<file path="src/rtl/mul_seq_ctrl_if.sv">
// Bus between the MIPS decoder/register file and the MUL sequencer.
//   start_i    : decoder flags the current instruction as MUL
//   rs_data_i  : multiplier operand (RF read port 1)
//   rt_data_i  : multiplicand operand (RF read port 2)
//   rd_addr_i  : destination register of the MUL
//   stall_o    : freeze PC and suppress the normal RF write
//   busy_o     : sequencer not idle
//   wb_en_o    : RF write enable for the MUL result
//   wb_addr_o  : RF write address for the MUL result
//   result_o   : RF write data (low DATA_W bits of the product)
//   done_o     : one-cycle completion pulse
// master = decoder/RF side, slave = sequencer.
interface mul_seq_ctrl_if #(
  parameter int DATA_W = 32
);
  logic              start_i;
  logic [DATA_W-1:0] rs_data_i;
  logic [DATA_W-1:0] rt_data_i;
  logic [4:0]        rd_addr_i;
  logic              stall_o;
  logic              busy_o;
  logic              wb_en_o;
  logic [4:0]        wb_addr_o;
  logic [DATA_W-1:0] result_o;
  logic              done_o;

  modport master (
    output start_i, rs_data_i, rt_data_i, rd_addr_i,
    input  stall_o, busy_o, wb_en_o, wb_addr_o, result_o, done_o
  );

  modport slave (
    input  start_i, rs_data_i, rt_data_i, rd_addr_i,
    output stall_o, busy_o, wb_en_o, wb_addr_o, result_o, done_o
  );
endinterface

</file>
<file path="src/rtl/mul_seq_ctrl.sv">
// Multi-cycle MUL sequencer for the single-cycle MIPS core.
// Latches rs/rt/rd when the decoder flags a MUL, runs a shift-add multiply
// one bit per cycle while stalling the PC, then issues a single RF write of
// the low DATA_W product bits and releases the PC.
// Ports:
//   clk_i : clock, rising edge
//   rst_n : synchronous active-low reset
//   bus   : mul_seq_ctrl_if slave modport (handshake, operands, writeback)
// Parameters:
//   DATA_W     : operand/result width
//   EARLY_EXIT : 1 = stop once the remaining multiplier is zero,
//                0 = always run DATA_W iterations
module mul_seq_ctrl #(
  parameter int DATA_W     = 32,
  parameter int EARLY_EXIT = 1
) (
  input  logic          clk_i,
  input  logic          rst_n,
  mul_seq_ctrl_if.slave bus
);

  localparam int CNT_W = $clog2(DATA_W);
  localparam logic [CNT_W-1:0] CNT_LAST = CNT_W'(DATA_W - 1);

  typedef enum logic [1:0] {
    IDLE = 2'd0,
    CALC = 2'd1,
    WB   = 2'd2
  } state_t;

  state_t            state_q;
  state_t            state_d;

  logic [DATA_W-1:0] mplr;
  logic [DATA_W-1:0] mcnd;
  logic [DATA_W-1:0] acc;
  logic [CNT_W-1:0]  cnt;
  logic [4:0]        rd_q;

  logic [DATA_W-1:0] mplr_shr;
  logic              calc_last;

  assign mplr_shr = mplr >> 1;

  // Finish on the last bit position, or as soon as no multiplier bits remain.
  assign calc_last = (cnt == CNT_LAST) ||
                     ((EARLY_EXIT != 0) && (mplr_shr == '0));

  always_ff @(posedge clk_i) begin
    if (!rst_n) begin
      state_q <= IDLE;
    end else begin
      state_q <= state_d;
    end
  end

  // Operand / accumulator registers. Cleared on reset so an aborted MUL
  // leaves nothing behind.
  always_ff @(posedge clk_i) begin
    if (!rst_n) begin
      mplr <= '0;
      mcnd <= '0;
      acc  <= '0;
      cnt  <= '0;
      rd_q <= '0;
    end else begin
      case (state_q)
        IDLE: begin
          if (bus.start_i) begin
            mplr <= bus.rs_data_i;
            mcnd <= bus.rt_data_i;
            rd_q <= bus.rd_addr_i;
            acc  <= '0;
            cnt  <= '0;
          end
        end
        CALC: begin
          if (mplr[0]) begin
            acc <= acc + mcnd;
          end
          mcnd <= mcnd << 1;
          mplr <= mplr_shr;
          cnt  <= cnt + 1'b1;
        end
        default: begin
        end
      endcase
    end
  end

  // Next state and outputs. stall_o depends on start_i combinationally so the
  // PC already holds at the edge closing the MUL's first cycle; it drops in WB
  // so the PC advances on the same edge that writes the RF.
  always_comb begin
    state_d       = state_q;
    bus.stall_o   = 1'b0;
    bus.busy_o    = 1'b0;
    bus.wb_en_o   = 1'b0;
    bus.wb_addr_o = '0;
    bus.result_o  = '0;
    bus.done_o    = 1'b0;

    case (state_q)
      IDLE: begin
        bus.stall_o = bus.start_i;
        if (bus.start_i) begin
          state_d = CALC;
        end
      end
      CALC: begin
        bus.stall_o = 1'b1;
        bus.busy_o  = 1'b1;
        if (calc_last) begin
          state_d = WB;
        end
      end
      WB: begin
        bus.busy_o    = 1'b1;
        bus.wb_en_o   = (rd_q != 5'd0);
        bus.wb_addr_o = rd_q;
        bus.result_o  = acc;
        bus.done_o    = 1'b1;
        state_d       = IDLE;
      end
      default: begin
        state_d = IDLE;
      end
    endcase
  end

endmodule

</file>
<file path="src/flat_wrapper.sv">
// flat-port wrapper written by rule: the top's interface ports become plain ports
module mul_seq_ctrl_flat 
#(
  parameter int DATA_W     = 32,
  parameter int EARLY_EXIT = 1
)
  (clk_i, rst_n, bus_start_i, bus_rs_data_i, bus_rt_data_i, bus_rd_addr_i, bus_stall_o, bus_busy_o, bus_wb_en_o, bus_wb_addr_o, bus_result_o, bus_done_o);
  mul_seq_ctrl_if #(.DATA_W(DATA_W)) bus_i ();
  input  logic clk_i;
  input  logic rst_n;
  input wire logic [$bits(bus_i.start_i)-1:0] bus_start_i;
  input wire logic [$bits(bus_i.rs_data_i)-1:0] bus_rs_data_i;
  input wire logic [$bits(bus_i.rt_data_i)-1:0] bus_rt_data_i;
  input wire logic [$bits(bus_i.rd_addr_i)-1:0] bus_rd_addr_i;
  output wire logic [$bits(bus_i.stall_o)-1:0] bus_stall_o;
  output wire logic [$bits(bus_i.busy_o)-1:0] bus_busy_o;
  output wire logic [$bits(bus_i.wb_en_o)-1:0] bus_wb_en_o;
  output wire logic [$bits(bus_i.wb_addr_o)-1:0] bus_wb_addr_o;
  output wire logic [$bits(bus_i.result_o)-1:0] bus_result_o;
  output wire logic [$bits(bus_i.done_o)-1:0] bus_done_o;
  assign bus_i.start_i = bus_start_i;
  assign bus_i.rs_data_i = bus_rs_data_i;
  assign bus_i.rt_data_i = bus_rt_data_i;
  assign bus_i.rd_addr_i = bus_rd_addr_i;
  assign bus_stall_o = bus_i.stall_o;
  assign bus_busy_o = bus_i.busy_o;
  assign bus_wb_en_o = bus_i.wb_en_o;
  assign bus_wb_addr_o = bus_i.wb_addr_o;
  assign bus_result_o = bus_i.result_o;
  assign bus_done_o = bus_i.done_o;
  mul_seq_ctrl #(.DATA_W(DATA_W), .EARLY_EXIT(EARLY_EXIT)) u_core (.clk_i(clk_i), .rst_n(rst_n), .bus(bus_i));
endmodule
</file>
<file path="config.mk">
export PLATFORM = sky130hd
export DESIGN_NAME = mul_seq_ctrl_flat
export DESIGN_NICKNAME = d
export VERILOG_FILES = /design/src/rtl/mul_seq_ctrl_if.sv /design/src/rtl/mul_seq_ctrl.sv /design/src/flat_wrapper.sv
export SDC_FILE = /design/constraint.sdc
export NUM_CORES = 1
export LEC_CHECK = 0
export ABC_AREA = 1
export CAP_MARGIN = 20
export CORE_AREA = 2 2 113 115
export DETAILED_ROUTE_END_ITERATION = 12
export DIE_AREA = 0 0 115 117
export PLACE_DENSITY = 0.85
export SYNTH_ARGS = -nofsm -noshare
export SYNTH_HDL_FRONTEND = slang
export SYNTH_SLANG_ARGS = --single-unit
</file>
<file path="constraint.sdc">
create_clock -name clk_i -period 5.46 [get_ports clk_i]
set_clock_uncertainty 0.15 [all_clocks]
set_input_delay 1.092 -clock clk_i [delete_from_list [all_inputs] [get_ports clk_i]]
set_output_delay 1.092 -clock clk_i [all_outputs]
set_load 0.005 [all_outputs]
</file>
-- After elaboration in Yosys (flattened, before gate mapping)
Cells that the tools add are included.
- add/subtract/negate cells: 2
- $mul: 0
- divide/modulo/power cells: 0
- order comparisons: 0
- eq/ne operators: 6
- shift-type cells: 0
- muxes and demuxes: 18
- bitwise operators: 0
- reductions and logical operators: 10
- operators by type and width (kind ; count):
    $pmux 32 s2 ; 3
    $mux 32 ; 5
    $add 32x32->32 ; 1
    $logic_not 32->1 ; 1
    $mux 5 ; 2
    $pmux 5 s2 ; 1
    $reduce_and 2->1 ; 3
    $add 5x1->5 const B ; 1
    $eq 5x5->1 const B ; 1
    $reduce_bool 5->1 ; 1
    $mux 2 ; 2
    $ne 2x1->1 const B ; 2
    $pmux 2 s2 ; 1
    $mux 1 ; 3
    $reduce_and 3->1 ; 1
    $eq 2x1->1 const B ; 1
    $eq 2x2->1 const B ; 1
    $logic_not 2->1 ; 1
    $ne 2x2->1 const B ; 1
    $pmux 1 s2 ; 1
    $reduce_bool 2->1 ; 1
    $reduce_or 2->1 ; 1
    $logic_or 1x1->1 ; 1
- register bits after elaboration: 108
- bits in latches: 0
- memory bits (writable): 0
- memory bits (read-only): 0
- input bits: 72
- output and inout port bits: 41
- word-level logic and storage cells: 42
- memories: 0

-- Depth between registers and ports, before layout
- depth in word-level cells: 4
- gate-level depth with buffers: 13
- mapped depth without buffers: 13

-- Least setup slack after synthesis
Ideal clock, no wire load.
- path kind: input to output
- start point: in bus_start_i
- end point: out bus_stall_o
- data arrival time: 1.269 ns
- required time: 4.218 ns
- path slack: 2.949 ns
- stages: 2
- buffers on the path: 0
- cells stage by stage: nand2_2 nand2_1
- word-level cells in the longest chain between the ends: 1
- ends and longest elaborated chain (what ; RTL line ; RTL):
    from (decl) ; flat_wrapper.sv:11 ; input wire logic [$bits(bus_i.start_i)-1:0] bus_start_i;
    $pmux 1 s2 ; mul_seq_ctrl.sv:103 ; case (state_q)
    to (decl) ; flat_wrapper.sv:15 ; output wire logic [$bits(bus_i.stall_o)-1:0] bus_stall_o;
Every way passes these cells.

-- Worst setup path after layout
- start point: reg u_core.state_q[0]
- end point: out bus_wb_en_o
- word-level cells in the longest chain between the ends: 2
- ends and longest elaborated chain (what ; RTL line ; RTL):
    from (decl) ; mul_seq_ctrl.sv:31 ; state_t state_q;
    from (signal assigned) ; mul_seq_ctrl.sv:53 ; state_q <= state_d;
    $eq 2x2->1 ; mul_seq_ctrl.sv:103 ;
    $mux 1 ; mul_seq_ctrl.sv:103 ;
    to (decl) ; flat_wrapper.sv:17 ; output wire logic [$bits(bus_i.wb_en_o)-1:0] bus_wb_en_o;
Every way passes these cells.

==> metrics.log <==
INFO  metric io_buffers = 112
INFO  metric ctsRootBufferMaster = clkbuf_16
INFO  metric synth.net_count = approximately 1.3k
INFO  metric detail_route.drc_violations = 0
INFO  metric finalSetupViolCount = 0
INFO  metric die_width = 115 um
INFO  metric worst-r2r-cell-count = 10
INFO  metric cts.sinks = 108
INFO  metric cts_setup_buffers = 0
INFO  metric synth_top_cell_by_area = dfxtp_1
INFO  metric post-layout-total-power = 2.15 mW
INFO  metric placed_cells = 1399
INFO  metric cts-buffers-inserted = 9
INFO  metric placeableCoreArea = 0.0123 mm^2
INFO  metric vdd_ir_drop_max = 0.221 mV
INFO  metric clk-insertion-delay-late = 370 ps
INFO  metric synth_top_cells_by_count = 403 x nand2_1, 191 x inv_1, 108 x dfxtp_1
INFO  metric netlist.area_leader.share = 0.306
INFO  metric post-route-cell-area = 0.00853 mm^2
INFO  metric num-nets-final = 1370
INFO  metric fmax = between 200 and 300 MHz
INFO  metric path_cells = inv_1 > ha_1 > buf_4 > o21ai_0 > inv_1 > clkdlybuf4s50_1
INFO  metric htree_levels = 3
INFO  metric critPathCaptureType = output port
INFO  metric distinct_cell_type_count_after_synthesis = 32
INFO  metric synth.area.top_cells = dfxtp_1 31%, nand2_1 21%, inv_1 10%
INFO  metric place_congestion = a little over 0.9
INFO  metric num_io_pins = 113
INFO  metric slowest_stage = clkdlybuf4s50_1
INFO  metric rsz0062_at_grt = false
INFO  metric synth.most_common_cell = nand2_1
INFO  metric async_flop_share = 0
INFO  metric worstMarginPinSlew = roughly 760 ps
INFO  metric max-clock-path-buffers = 2
INFO  metric min_period_over_period = 0.658
INFO  metric design.die.area = 0.0135 mm^2
INFO  metric drt-total-wl = between 15 and 20 mm
INFO  metric synth.cell_area = roughly 0.0071 mm^2
INFO  metric pre_cts_ws = about 1700 ps
INFO  metric slowest_delay = 500 ps
INFO  metric detail_route.first_pass.iterations = 6
INFO  metric postLayoutSetupSlackWorst = 1870 ps
INFO  metric global_route.usage.total = 0.295
INFO  metric detailed_place_hpwl = 13.6 mm
INFO  metric worst_hold_check_slack = 324 ps
INFO  metric die_h = roughly 120 um
INFO  metric critPathMostFrequentCell = inv_1
INFO  metric min_delay_path_depth = 2
INFO  metric timing.critical_path.arrival = 2350 ps
INFO  metric leakage_power_of_the_design = 4.26 nW
INFO  metric tritoncts_clock_tree = done
INFO  metric timing.reg2reg.setup_slack = 2590 ps
INFO  metric regToRegStartpoint = u_core.state_q[1]$_SDFFE_PN0P_
INFO  metric drive_gt1_frac = 0.0253
INFO  metric dpl-instance-area = 0.00822 mm^2
INFO  metric global_route.overflow_total = 0
INFO  metric period_needed = 3590 ps
INFO  metric max_cap_violations = 0
INFO  metric dominantRegCellSynth = dfxtp_1
INFO  metric crit-reg2reg-capture = u_core.acc[29]$_SDFFE_PN0P_
INFO  metric postSynthRegisterBits = 108
INFO  metric drt.antenna.violating_nets = 0
INFO  metric via_count = 7590
INFO  metric timing_hold_violations_final = 0
INFO  metric synth.yosys.warnings = 0
INFO  metric syn_area_per_cell = 5.99 um^2
INFO  metric synth.yosys.seq_area_share = 0.306
INFO  metric synthesis.instances = 1179
INFO  metric initial_core_util = 0.573
INFO  metric post_layout_nonfiller_instances = around 1.4k
INFO  metric finalCoreUtilization = 0.693
INFO  metric first_global_vias = about 7.1k
INFO  metric critPathKind = register to output port
INFO  metric cts.clk_slew.worst_paths = roughly 80 ps
INFO  metric antenna_cells_inserted = 0
INFO  metric drt-initial-drc-count = 552
INFO  metric grt_antenna_before_repair = 0
INFO  metric critical_path.max_fanout = 33
INFO  metric final-max-slew-violation-count = 0
INFO  metric hp-start = u_core.cnt[4]$_SDFFE_PN0P_
INFO  metric status = completed
INFO  metric synth_edf_count = 0
INFO  metric cell_pwr_density = 252 mW/mm^2
INFO  metric std_cell_rows = a little over 40
INFO  metric hold_path_end = u_core.cnt[4]$_SDFFE_PN0P_
INFO  metric hold_buffers = 0
INFO  metric detail_route.wl_per_cell = 13.5 um
INFO  metric grt_pass1_wl = 32.0 mm
INFO  metric drt-vias-per-instance = 5.36
INFO  metric synthToLayoutAreaGrowth = 20.8%
INFO  metric maximum_number_of_pins_on_one_net_before_global_route_repair = just over 80
INFO  metric worst_setup_path_start_kind = register
INFO  metric timing.slew.headroom = 0.490
INFO  metric timing.setup.tns = 0 ps
INFO  metric cts_resized = 0
INFO  metric hold_class = register to register
INFO  metric worst_ep_required_time = around 4200 ps
==> kinds of logic after synthesis <==
| kind of cell | after synthesis | synth area share |
|---|---|---|
| AO/OA/AOI/OAI | 251 | 0.190 |
| buffers and inverters | 242 | 0.130 |
| adder cells (fa/ha/maj) | 37 | 0.0666 |
| AND/OR/NAND/NOR | 539 | 0.305 |
| XOR/XNOR | 2 | 0.00248 |
| flip-flops | 108 | 0.306 |
==> registers in the layout, summed over array words and instances, names as in the netlist <==
register        flops
u_core.state_q      2
u_core.mplr        32
u_core.mcnd        32
u_core.rd_q         5
u_core.acc         32
u_core.cnt          5
==> report_power, final <==
group	total, mW	switching [mW]	internal (mW)
Clock	0.657	0.335	0.322
Sequential	0.937	0.0606	0.877
Combinational	0.557	0.351	0.206
Total	2.15	0.746	1.41
==> worst max-delay path: cells and delay by family, from the launching register on <==
family | cells | cell delay [ps]
compound gates | 1 | 150
flops | 1 | 340
buf+inv | 4 | 1110
fa+ha+maj | 1 | 380
==> cell type report <==
cell class              instances  area [um^2]
multi-input cells             829         3990
fillers                      1108         3780
inverters                     194          728
well taps                     150          188
clock buffers                   9          225
clock inverters                 7         63.8
repair buffers                119         1180
flip-flops and latches        108         2160
==> cell usage in the layout (no fill, tap or decap), types with 2 or more instances in the layout <==
| master | netlist | routed |
|---|---|---|
| a21o_1 | 2 | 2 |
| a21oi_1 | 95 | 95 |
| a31oi_1 | 39 | 39 |
| buf_4 | 0 | 6 |
| clkbuf_16 | 0 | 9 |
| clkdlybuf4s50_1 | 0 | 111 |
| dfxtp_1 | 108 | 108 |
| ha_1 | 36 | 36 |
| inv_1 | 191 | 191 |
| inv_2 | 3 | 3 |
| inv_6 | 0 | 2 |
| inv_8 | 0 | 3 |
| nand2_1 | 403 | 403 |
| nand2_2 | 2 | 2 |
| nand3_1 | 52 | 52 |
| nand3b_1 | 4 | 4 |
| nand4_1 | 6 | 6 |
| nor2_1 | 57 | 57 |
| nor3_1 | 9 | 9 |
| nor4_1 | 4 | 4 |
| o21ai_0 | 104 | 104 |
| o21ai_1 | 3 | 3 |
| o21bai_1 | 3 | 3 |
==> worst max path at each step <==
stage	startpoint	to	slack, ps	cells after the start
6_report	u_core.state_q[0]$_SDFFE_PN0P_	bus_wb_en_o	1870	6
2_1_floorplan	bus_start_i	bus_stall_o	2950	2
4_1_cts	u_core.state_q[0]$_SDFFE_PN0P_	bus_wb_en_o	1870	6
3_3_place_gp	bus_start_i	u_core.acc[3]$_SDFFE_PN0P_	1750	8
3_5_place_dp	bus_start_i	u_core.acc[17]$_SDFFE_PN0P_	1700	8
5_1_grt	u_core.state_q[0]$_SDFFE_PN0P_	bus_wb_en_o	1750	6
==> metal layers <==
metal | GRT usage | routed length [um] | up-vias
met2 | 0.504 | 8930 | 204
met3 | 0.0654 | 1060 | 37
li1 | - | - | 3912
met1 | 0.371 | 8670 | 3437
met4 | 0.0948 | 388 | 0
met5 | 0 | 0 | -
Note: power is estimated with default switching activity, not from simulation.
